<file path="src/rtl/dbg_pkg.sv">
// Shared debugger definitions: command bytes, request encodings and FSM states.
// Used by both the host initiator and the target-side debugger.
package dbg_pkg;

  localparam logic [7:0] DBG_CMD_A = 8'h61;
  localparam logic [7:0] DBG_CMD_I = 8'h69;
  localparam logic [7:0] DBG_CMD_W = 8'h77;
  localparam logic [7:0] DBG_CMD_R = 8'h72;

  typedef enum logic [1:0] {
    CMD_STATUS = 2'd0,
    CMD_READ   = 2'd1,
    CMD_WRITE  = 2'd2,
    CMD_RSVD   = 2'd3
  } dbg_cmd_e;

  typedef enum logic [2:0] {
    ST_IDLE,
    ST_ADDR_CMD,
    ST_ADDR_HI,
    ST_ADDR_LO,
    ST_OP_CMD,
    ST_WDATA,
    ST_WAIT_RSP
  } dbg_state_e;

  // The reserved encoding behaves exactly like a status request.
  function automatic logic is_status(input dbg_cmd_e c);
    return (c == CMD_STATUS) || (c == CMD_RSVD);
  endfunction

  function automatic logic [7:0] op_byte(input dbg_cmd_e c);
    logic [7:0] b;
    case (c)
      CMD_READ:  b = DBG_CMD_R;
      CMD_WRITE: b = DBG_CMD_W;
      default:   b = DBG_CMD_I;
    endcase
    return b;
  endfunction

endpackage

</file>
<file path="src/rtl/dbg_host_timer.sv">
// Response timeout: loads TIMEOUT-1 on start, counts down, flags expire at zero.
module dbg_host_timer #(
  parameter int TIMEOUT = 1024
) (
  input  logic clk,
  input  logic reset,
  input  logic start,
  output logic expire
);

  localparam int CW = (TIMEOUT > 2) ? $clog2(TIMEOUT) : 1;
  localparam logic [CW-1:0] LOAD = CW'(TIMEOUT - 1);
  localparam logic [CW-1:0] ONE  = CW'(1);

  logic [CW-1:0] cnt;
  logic          running;

  always_ff @(posedge clk) begin
    if (reset) begin
      cnt     <= '0;
      running <= 1'b0;
    end else if (start) begin
      cnt     <= LOAD;
      running <= 1'b1;
    end else if (running) begin
      if (cnt == '0) running <= 1'b0;
      else           cnt     <= cnt - ONE;
    end
  end

  assign expire = running && (cnt == '0);

endmodule

</file>
<file path="src/rtl/dbg_host.sv">
// Host-side debugger initiator: serialises read/write/status requests into the
// UART command-byte stream and collects the single-byte response.
module dbg_host
  import dbg_pkg::*;
#(
  parameter int TIMEOUT = 1024
) (
  input  logic        clk,
  input  logic        reset,
  input  logic        req,
  input  logic [1:0]  cmd,
  input  logic [15:0] addr,
  input  logic [7:0]  wdata,
  output logic        busy,
  output logic        done,
  output logic [7:0]  rdata,
  output logic        timeout,
  output logic [7:0]  txd,
  output logic        txv,
  input  logic        txrdy,
  input  logic [7:0]  rxd,
  input  logic        rxv
);

  dbg_state_e state, next_state;
  dbg_cmd_e   cmd_in, cmd_q;
  logic [15:0] addr_q, sh_addr;
  logic [7:0]  wdata_q;
  logic        sh_valid;
  logic        hs, addr_hit, timer_start, expire;

  assign cmd_in   = dbg_cmd_e'(cmd);
  assign hs       = txv && txrdy;
  assign addr_hit = sh_valid && (addr == sh_addr);
  assign timer_start = (state == ST_OP_CMD) && hs && (cmd_q != CMD_WRITE);

  dbg_host_timer #(.TIMEOUT(TIMEOUT)) u_timer (
    .clk    (clk),
    .reset  (reset),
    .start  (timer_start),
    .expire (expire)
  );

  always_ff @(posedge clk) begin
    if (reset) state <= ST_IDLE;
    else       state <= next_state;
  end

  always_comb begin
    next_state = state;
    case (state)
      ST_IDLE:     if (req) next_state = (is_status(cmd_in) || addr_hit) ? ST_OP_CMD : ST_ADDR_CMD;
      ST_ADDR_CMD: if (hs) next_state = ST_ADDR_HI;
      ST_ADDR_HI:  if (hs) next_state = ST_ADDR_LO;
      ST_ADDR_LO:  if (hs) next_state = ST_OP_CMD;
      ST_OP_CMD:   if (hs) next_state = (cmd_q == CMD_WRITE) ? ST_WDATA : ST_WAIT_RSP;
      ST_WDATA:    if (hs) next_state = ST_IDLE;
      ST_WAIT_RSP: if (rxv || expire) next_state = ST_IDLE;
      default:     next_state = ST_IDLE;
    endcase
  end

  // Transmit bytes come straight from the state and latched request, so they
  // stay stable for as long as the transmitter stalls.
  always_comb begin
    busy = (state != ST_IDLE);
    txv  = 1'b0;
    txd  = 8'h00;
    case (state)
      ST_ADDR_CMD: begin txv = 1'b1; txd = DBG_CMD_A;     end
      ST_ADDR_HI:  begin txv = 1'b1; txd = addr_q[15:8];  end
      ST_ADDR_LO:  begin txv = 1'b1; txd = addr_q[7:0];   end
      ST_OP_CMD:   begin txv = 1'b1; txd = op_byte(cmd_q); end
      ST_WDATA:    begin txv = 1'b1; txd = wdata_q;       end
      default:     ;
    endcase
  end

  always_ff @(posedge clk) begin
    if (reset) begin
      cmd_q    <= CMD_STATUS;
      addr_q   <= '0;
      wdata_q  <= '0;
      sh_addr  <= '0;
      sh_valid <= 1'b0;
      done     <= 1'b0;
      timeout  <= 1'b0;
      rdata    <= '0;
    end else begin
      done    <= 1'b0;
      timeout <= 1'b0;
      if (state == ST_IDLE && req) begin
        cmd_q   <= cmd_in;
        addr_q  <= addr;
        wdata_q <= wdata;
      end
      if (state == ST_WDATA && hs) begin
        done     <= 1'b1;
        sh_addr  <= addr_q + 16'd1;
        sh_valid <= 1'b1;
      end
      // A response arriving on the expiry cycle still counts as a response.
      if (state == ST_WAIT_RSP) begin
        if (rxv) begin
          done  <= 1'b1;
          rdata <= rxd;
          if (!is_status(cmd_q)) begin
            sh_addr  <= addr_q + 16'd1;
            sh_valid <= 1'b1;
          end
        end else if (expire) begin
          done     <= 1'b1;
          timeout  <= 1'b1;
          rdata    <= 8'h00;
          sh_valid <= 1'b0;
        end
      end
    end
  end

endmodule
</file>
<file path="config.mk">
export PLATFORM = sky130hd
export DESIGN_NAME = dbg_host
export DESIGN_NICKNAME = d
export VERILOG_FILES = /design/src/rtl/dbg_pkg.sv /design/src/rtl/dbg_host_timer.sv /design/src/rtl/dbg_host.sv
export SDC_FILE = /design/constraint.sdc
export NUM_CORES = 1
export LEC_CHECK = 0
export BUFFER_PORTS_ARGS = -buffer_cell sky130_fd_sc_hd__buf_2
export CORE_MARGIN = 2
export CORE_UTILIZATION = 35
export CTS_CLUSTER_SIZE = 8
export DETAILED_ROUTE_END_ITERATION = 10
export GPL_ROUTABILITY_DRIVEN = 1
export SYNTH_ARGS = -nofsm -noshare
export SYNTH_HDL_FRONTEND = slang
export SYNTH_HIERARCHICAL = 1
export SYNTH_SLANG_ARGS = --single-unit
export TNS_END_PERCENT = 10
</file>
<file path="constraint.sdc">
create_clock -name clk -period 2.1 [get_ports clk]
set_clock_uncertainty 0.1 [all_clocks]
set_input_delay 0.42 -clock clk [delete_from_list [all_inputs] [get_ports clk]]
set_output_delay 0.42 -clock clk [all_outputs]
set_load 0.01 [all_outputs]
</file>
==> flow_summary.toml, run 1 <==
[run_status]
status = "completed"

[synthesis]
synth_area_leader_cell = "dfxtp_1"
synth_cell_types = 63
ys_warn_count = 6
post-synth-top-area-fraction = 0.388
synth_edf_count = 0
syn_area_um2 = 3460
seq_area_frac_synth = 0.388
syn-mean-instance-area_um2 = 8.34
synth_async_sr_flop_share = 0
synth_area_leaders = "dfxtp_1 39%, xnor2_1 7.6%, a21oi_1 7.2%"
syn-num-nets = 459
ys_seq_elements = 67
ys.flop_type = "dfxtp_1"
synthCells = 415

[placement]
gp_congestion = 0.835
placedCellCount = 596
place_hpwl_um = 6490
io_buffers = 58
pre_cts_slack_ns = 0.0722

[routing]
dr.pass1.iters = 4
avgViaCountPerCell = 5.10
drc = 0
ant_nets = 0
wl_per_cell_um = 14.4
vias = 3126
drtIter0Drc = 309
wl_um = 8860

[setup_path]
worst-path-buf-inv = 2
crit_chain = "inv_2 -> ha_4 -> nor2b_4 -> nor2_4 -> a32oi_1 -> o21ai_1 -> buf_2"
critical_path.top_delay_family = "flip-flops"
crit_slowest_cell = "dfxtp_2"
worstPathMaxFanout = 4
path_class = "reg -> out"
startpoint_type = "flip-flop"
crit_path_max_incr_delay_ns = 0.33
critPathRequiredTime_ns = 1.58
cp_data_arrival_time_ns = 1.58
cp-end-kind = "output port"

[cts]
tritoncts = "yes"
cts_buffers = 9
htree_levels = 3
clkSinkCount = 67
root_buffer = "clkbuf_8"
clk_latency_ns = 0.35
clockBufferDepth = 2
path_clk_slew_ns = 0.07
cts_hold_buf = 0

[layout]
mostFrequentLayoutCells = "63 x dfxtp_1, 61 x nand2_1, 58 x buf_2"
final_common_cell = "dfxtp_1"
drive_gt1_frac = 0.254
syn_to_final_growth_pct = 20.4
diodes = 0
fin_nets = 520
fill_cells = 985
finalNonFillerCells = 613

[grt]
grt_pass1_wl_um = 14500
grt_max_degree = 38
overflow = 0
grt_pass1_vias = 2892
grt_antenna_before_repair = 0
grtUsageTotal = 0.175

[timing]
worst_pin_slew_ns = 0.628
finalSetupTns_ns = 0
setup_ws_ns = 0.00117
maxSlewViolCount = 0
setup_viol = 0
slew_headroom = 0.579
fin_crit_ns = 2.10
rsz0062_at_grt = "yes"
fmax_mhz = 476
finalCritPeriodShare = 0.999
hold_viol = 0

[pwr]
peakVddDrop_v = 0.000393
power-per-cell-area_nw_per_um2 = 903
total_power_mw = 3.76
p_leak_nw = 1.54

[die]
die_y_um = 103
core-area_um2 = 9680
ioPinCount = 59
initial_utilization = 0.357
rows = 36
die_width_um = 103
die-area_um2 = 10700

[flow_run]
maxCapViolCount = 0

[hold_path]
worstHoldPathType = "in -> reg"
[worst paths after layout]
check / start / cells past startpoint / slack [ns] / endpoint
max: cmd_q[0]$_SDFFE_PP0P_ / 7 / 0.001 / txd[1]
min: wdata[2] / 3 / 0.21 / wdata_q[2]$_SDFFE_PP0P_
max reg2reg: u_timer/cnt[3]$_SDFFE_PP0P_ / 6 / 0.11 / state[2]$_SDFFE_PP0P_
min reg2reg: wdata_q[7]$_SDFFE_PP0P_ / 2 / 0.37 / wdata_q[7]$_SDFFE_PP0P_
[metrics by stage]
stage                     instance area [um2]  utilization  hold WS [ns]
final                                    4170        0.430         0.209
after global routing                     4170        0.430         0.211
after CTS                                4140        0.428         0.202
after detailed placement                 3910        0.403         0.357
after global placement                   3910        0.403         0.347
after floorplan                          3470            -         0.336
[area by class of cell]
type / count / area [um2] / area share
flip-flops and latches: 67 / 1350 / 0.324
multi-input cells: 308 / 1980 / 0.476
inverters: 15 / 56.3 / 0.0135
well taps: 133 / 166 / 0.0400
clock buffers: 9 / 124 / 0.0297
repair buffers: 75 / 430 / 0.103
clock inverters: 6 / 57.6 / 0.0138
[report_power, final]
part	internal, mW	total [mW]	switching (mW)
clock network	0.533	1.03	0.497
logic	0.504	1.17	0.661
registers	1.41	1.57	0.162
total	2.44	3.76	1.32
[worst reg2reg max path, delay by kind of cell, from the launching register on]
| family | cells | cell delay (ns) |
|---|---|---|
| AO/OA/AOI/OAI | 4 | 0.57 |
| flip-flops | 1 | 0.35 |
| AND/OR/NAND/NOR | 2 | 0.86 |
[timing repair]
item	CTS	global route
pin swaps	3	4
resized for setup	14	5
setup buffers	2	0
endpoints found under the hold margin	0	0
setup endpoints to repair	3	16
[cell families (layout without fill, tap and decap cells)]
group / count (synthesis) / after routing / synth area share
flip-flops: 67 / 67 / 0.388
adder cells (fa/ha/maj): 5 / 5 / 0.0181
XOR/XNOR: 33 / 33 / 0.0835
AO/OA/AOI/OAI: 112 / 112 / 0.210
multiplexers: 9 / 9 / 0.0268
AND/OR/NAND/NOR: 149 / 149 / 0.217
buffers and inverters: 40 / 105 / 0.0571
[per-layer routing]
layer / global-route usage / part of all wire / vias up
met4: 0.0547 / 0.013 / 0
met2: 0.259 / 0.43 / 85
met3: 0.0370 / 0.060 / 8
li1: - / - / 1586
met5: 0 / 0 / -
met1: 0.254 / 0.49 / 1447
[cell usage after synthesis (3+ instances only)]
cell type,instances
dfxtp_1,67
nand2_1,62
a21oi_1,50
nor2_1,31
xnor2_1,30
inv_1,14
clkbuf_1,10
a22oi_1,8
nand3_1,8
nor4_1,8
o21ai_1,8
buf_2,7
mux2i_1,7
o21ai_0,7
a211oi_2,6
a31oi_1,6
ha_1,5
nand4_1,5
nor3_1,5
buf_4,4
nor2b_1,4
o22ai_1,4
and2_1,3
buf_6,3
or3_1,3
xor2_1,3
[sequential cells by signal, summed over array words and instances (netlist names)]
| register | count |
|---|---|
| cmd_q | 2 |
| rdata | 8 |
| u_timer/cnt | 10 |
| sh_valid | 1 |
| timeout | 1 |
| u_timer/running | 1 |
| addr_q | 16 |
| sh_addr | 16 |
| wdata_q | 8 |
| state | 3 |
| done | 1 |
Note: power is estimated with default switching activity, not from simulation.
==> run 2, diff against run 1 <==
Settings changed: GPL_TIMING_DRIVEN set to 0.
==> flow_summary.toml, run 2 (synthesized netlist as in run 1, its figures left out) <==
[die]
rows = 36
die-area_um2 = 10700
initial_utilization = 0.357
die_width_um = 103
die_y_um = 103
core-area_um2 = 9680
ioPinCount = 59

[hold_path]
worstHoldPathType = "in -> reg"

[setup_path]
worstPathMaxFanout = 4
path_class = "reg -> out"
startpoint_type = "flip-flop"
critPathRequiredTime_ns = 1.58
cp-end-kind = "output port"
cp_data_arrival_time_ns = 1.59

[timing]
finalSetupTns_ns = -0.0205
fin_crit_ns = 2.11
rsz0062_at_grt = "yes"
setup_viol = 2
setup_ws_ns = -0.0148
slew_headroom = 0.489
hold_viol = 0
fin_hold_ws_ns = 0.210
worst_pin_slew_ns = 0.759
maxSlewViolCount = 0
finalCritPeriodShare = 1.01
fmax_mhz = 473

[routing]
drtIter0Drc = 191
avgViaCountPerCell = 5.15
drc = 0
wl_per_cell_um = 14.7
ant_nets = 0
vias = 3201
dr.pass1.iters = 7
wl_um = 9130

[layout]
diodes = 0
mostFrequentLayoutCells = "62 x buf_2, 62 x dfxtp_1, 60 x nand2_1"
fin_nets = 528
reg.largest.list = "addr_q (16), sh_addr (16), u_timer/cnt (10)"
design_area_um2 = 4230
drive_gt1_frac = 0.258
syn_to_final_growth_pct = 22.1
fill_cells = 986
final_util = 0.436
finalNonFillerCells = 622

[run_status]
status = "finished with violations"
violations = "setup timing"

[cts]
clkSinkCount = 67
cts_buffers = 9
clk_latency_ns = 0.34
clockBufferDepth = 2
htree_levels = 3
root_buffer = "clkbuf_8"
tritoncts = "yes"
path_clk_slew_ns = 0.07

[flow_run]
maxCapViolCount = 0

[grt]
overflow = 0
grt_max_degree = 13
grt_pass1_vias = 2839
grtUsageTotal = 0.176
grt_antenna_before_repair = 0
grt_pass1_wl_um = 14400

[pwr]
total_power_mw = 3.76
peakVddDrop_v = 0.000457
power-per-cell-area_nw_per_um2 = 889
p_leak_nw = 1.56

[placement]
pre_cts_slack_ns = -0.342
placed_area_um2 = 3920
place_hpwl_um = 6860
gp_congestion = 0.890
placedCellCount = 606
io_buffers = 58
==> run 2: worst paths after layout <==
kind | cells past startpoint | slack (ns) | startpoint | endpoint
max | 7 | -0.01 | cmd_q[0]$_SDFFE_PP0P_ | txd[4]
min | 2 | 0.21 | reset | u_timer/cnt[5]$_SDFFE_PP0P_
max reg2reg | 6 | 0.01 | u_timer/cnt[2]$_SDFFE_PP0P_ | state[2]$_SDFFE_PP0P_
min reg2reg | 2 | 0.36 | wdata_q[7]$_SDFFE_PP0P_ | wdata_q[7]$_SDFFE_PP0P_
==> run 2: worst max-delay path, cell delays in order, from the launching register on <==
cell and delay, ns:
dfxtp_2 0.33, inv_2 0.05, ha_4 0.23, nor2b_4 0.13
nor2_4 0.11, a21oi_1 0.05, o21ai_1 0.19, buf_2 0.16
==> run 2: area by class of cell <==
| cell class | count | area (um2) | share of cell area |
|---|---|---|---|
| Clock inverter | 2 | 10.0 | 0.00237 |
| Inverter | 15 | 56.3 | 0.0133 |
| Sequential cell | 67 | 1350 | 0.320 |
| Timing Repair Buffer | 60 | 305 | 0.0722 |
| Clock buffer | 14 | 163 | 0.0385 |
| Buffer | 23 | 173 | 0.0409 |
| Multi-Input combinational cell | 308 | 2000 | 0.473 |
| Tap cell | 133 | 166 | 0.0394 |
==> run 2: what timing repair did <==
item | in CTS | in global routing
cloned | 0 | 0
setup endpoints to repair | 19 | 16
pin swaps | 5 | 3
setup buffers | 2 | 0
hold buffers | 0 | 0
resized for setup | 32 | 4
==> run 2: power breakdown <==
group	internal, mW	switching (mW)	leakage [nW]
Sequential	1.41	0.168	0.547
Combinational	0.531	0.684	0.920
Clock	0.491	0.472	0.0905
Total	2.43	1.32	1.56
==> run 2: per-layer routing <==
metal	track usage	wire (um)
met1	0.255	4510
met3	0.0376	574
met4	0.0698	226
met5	0	0
met2	0.254	3820
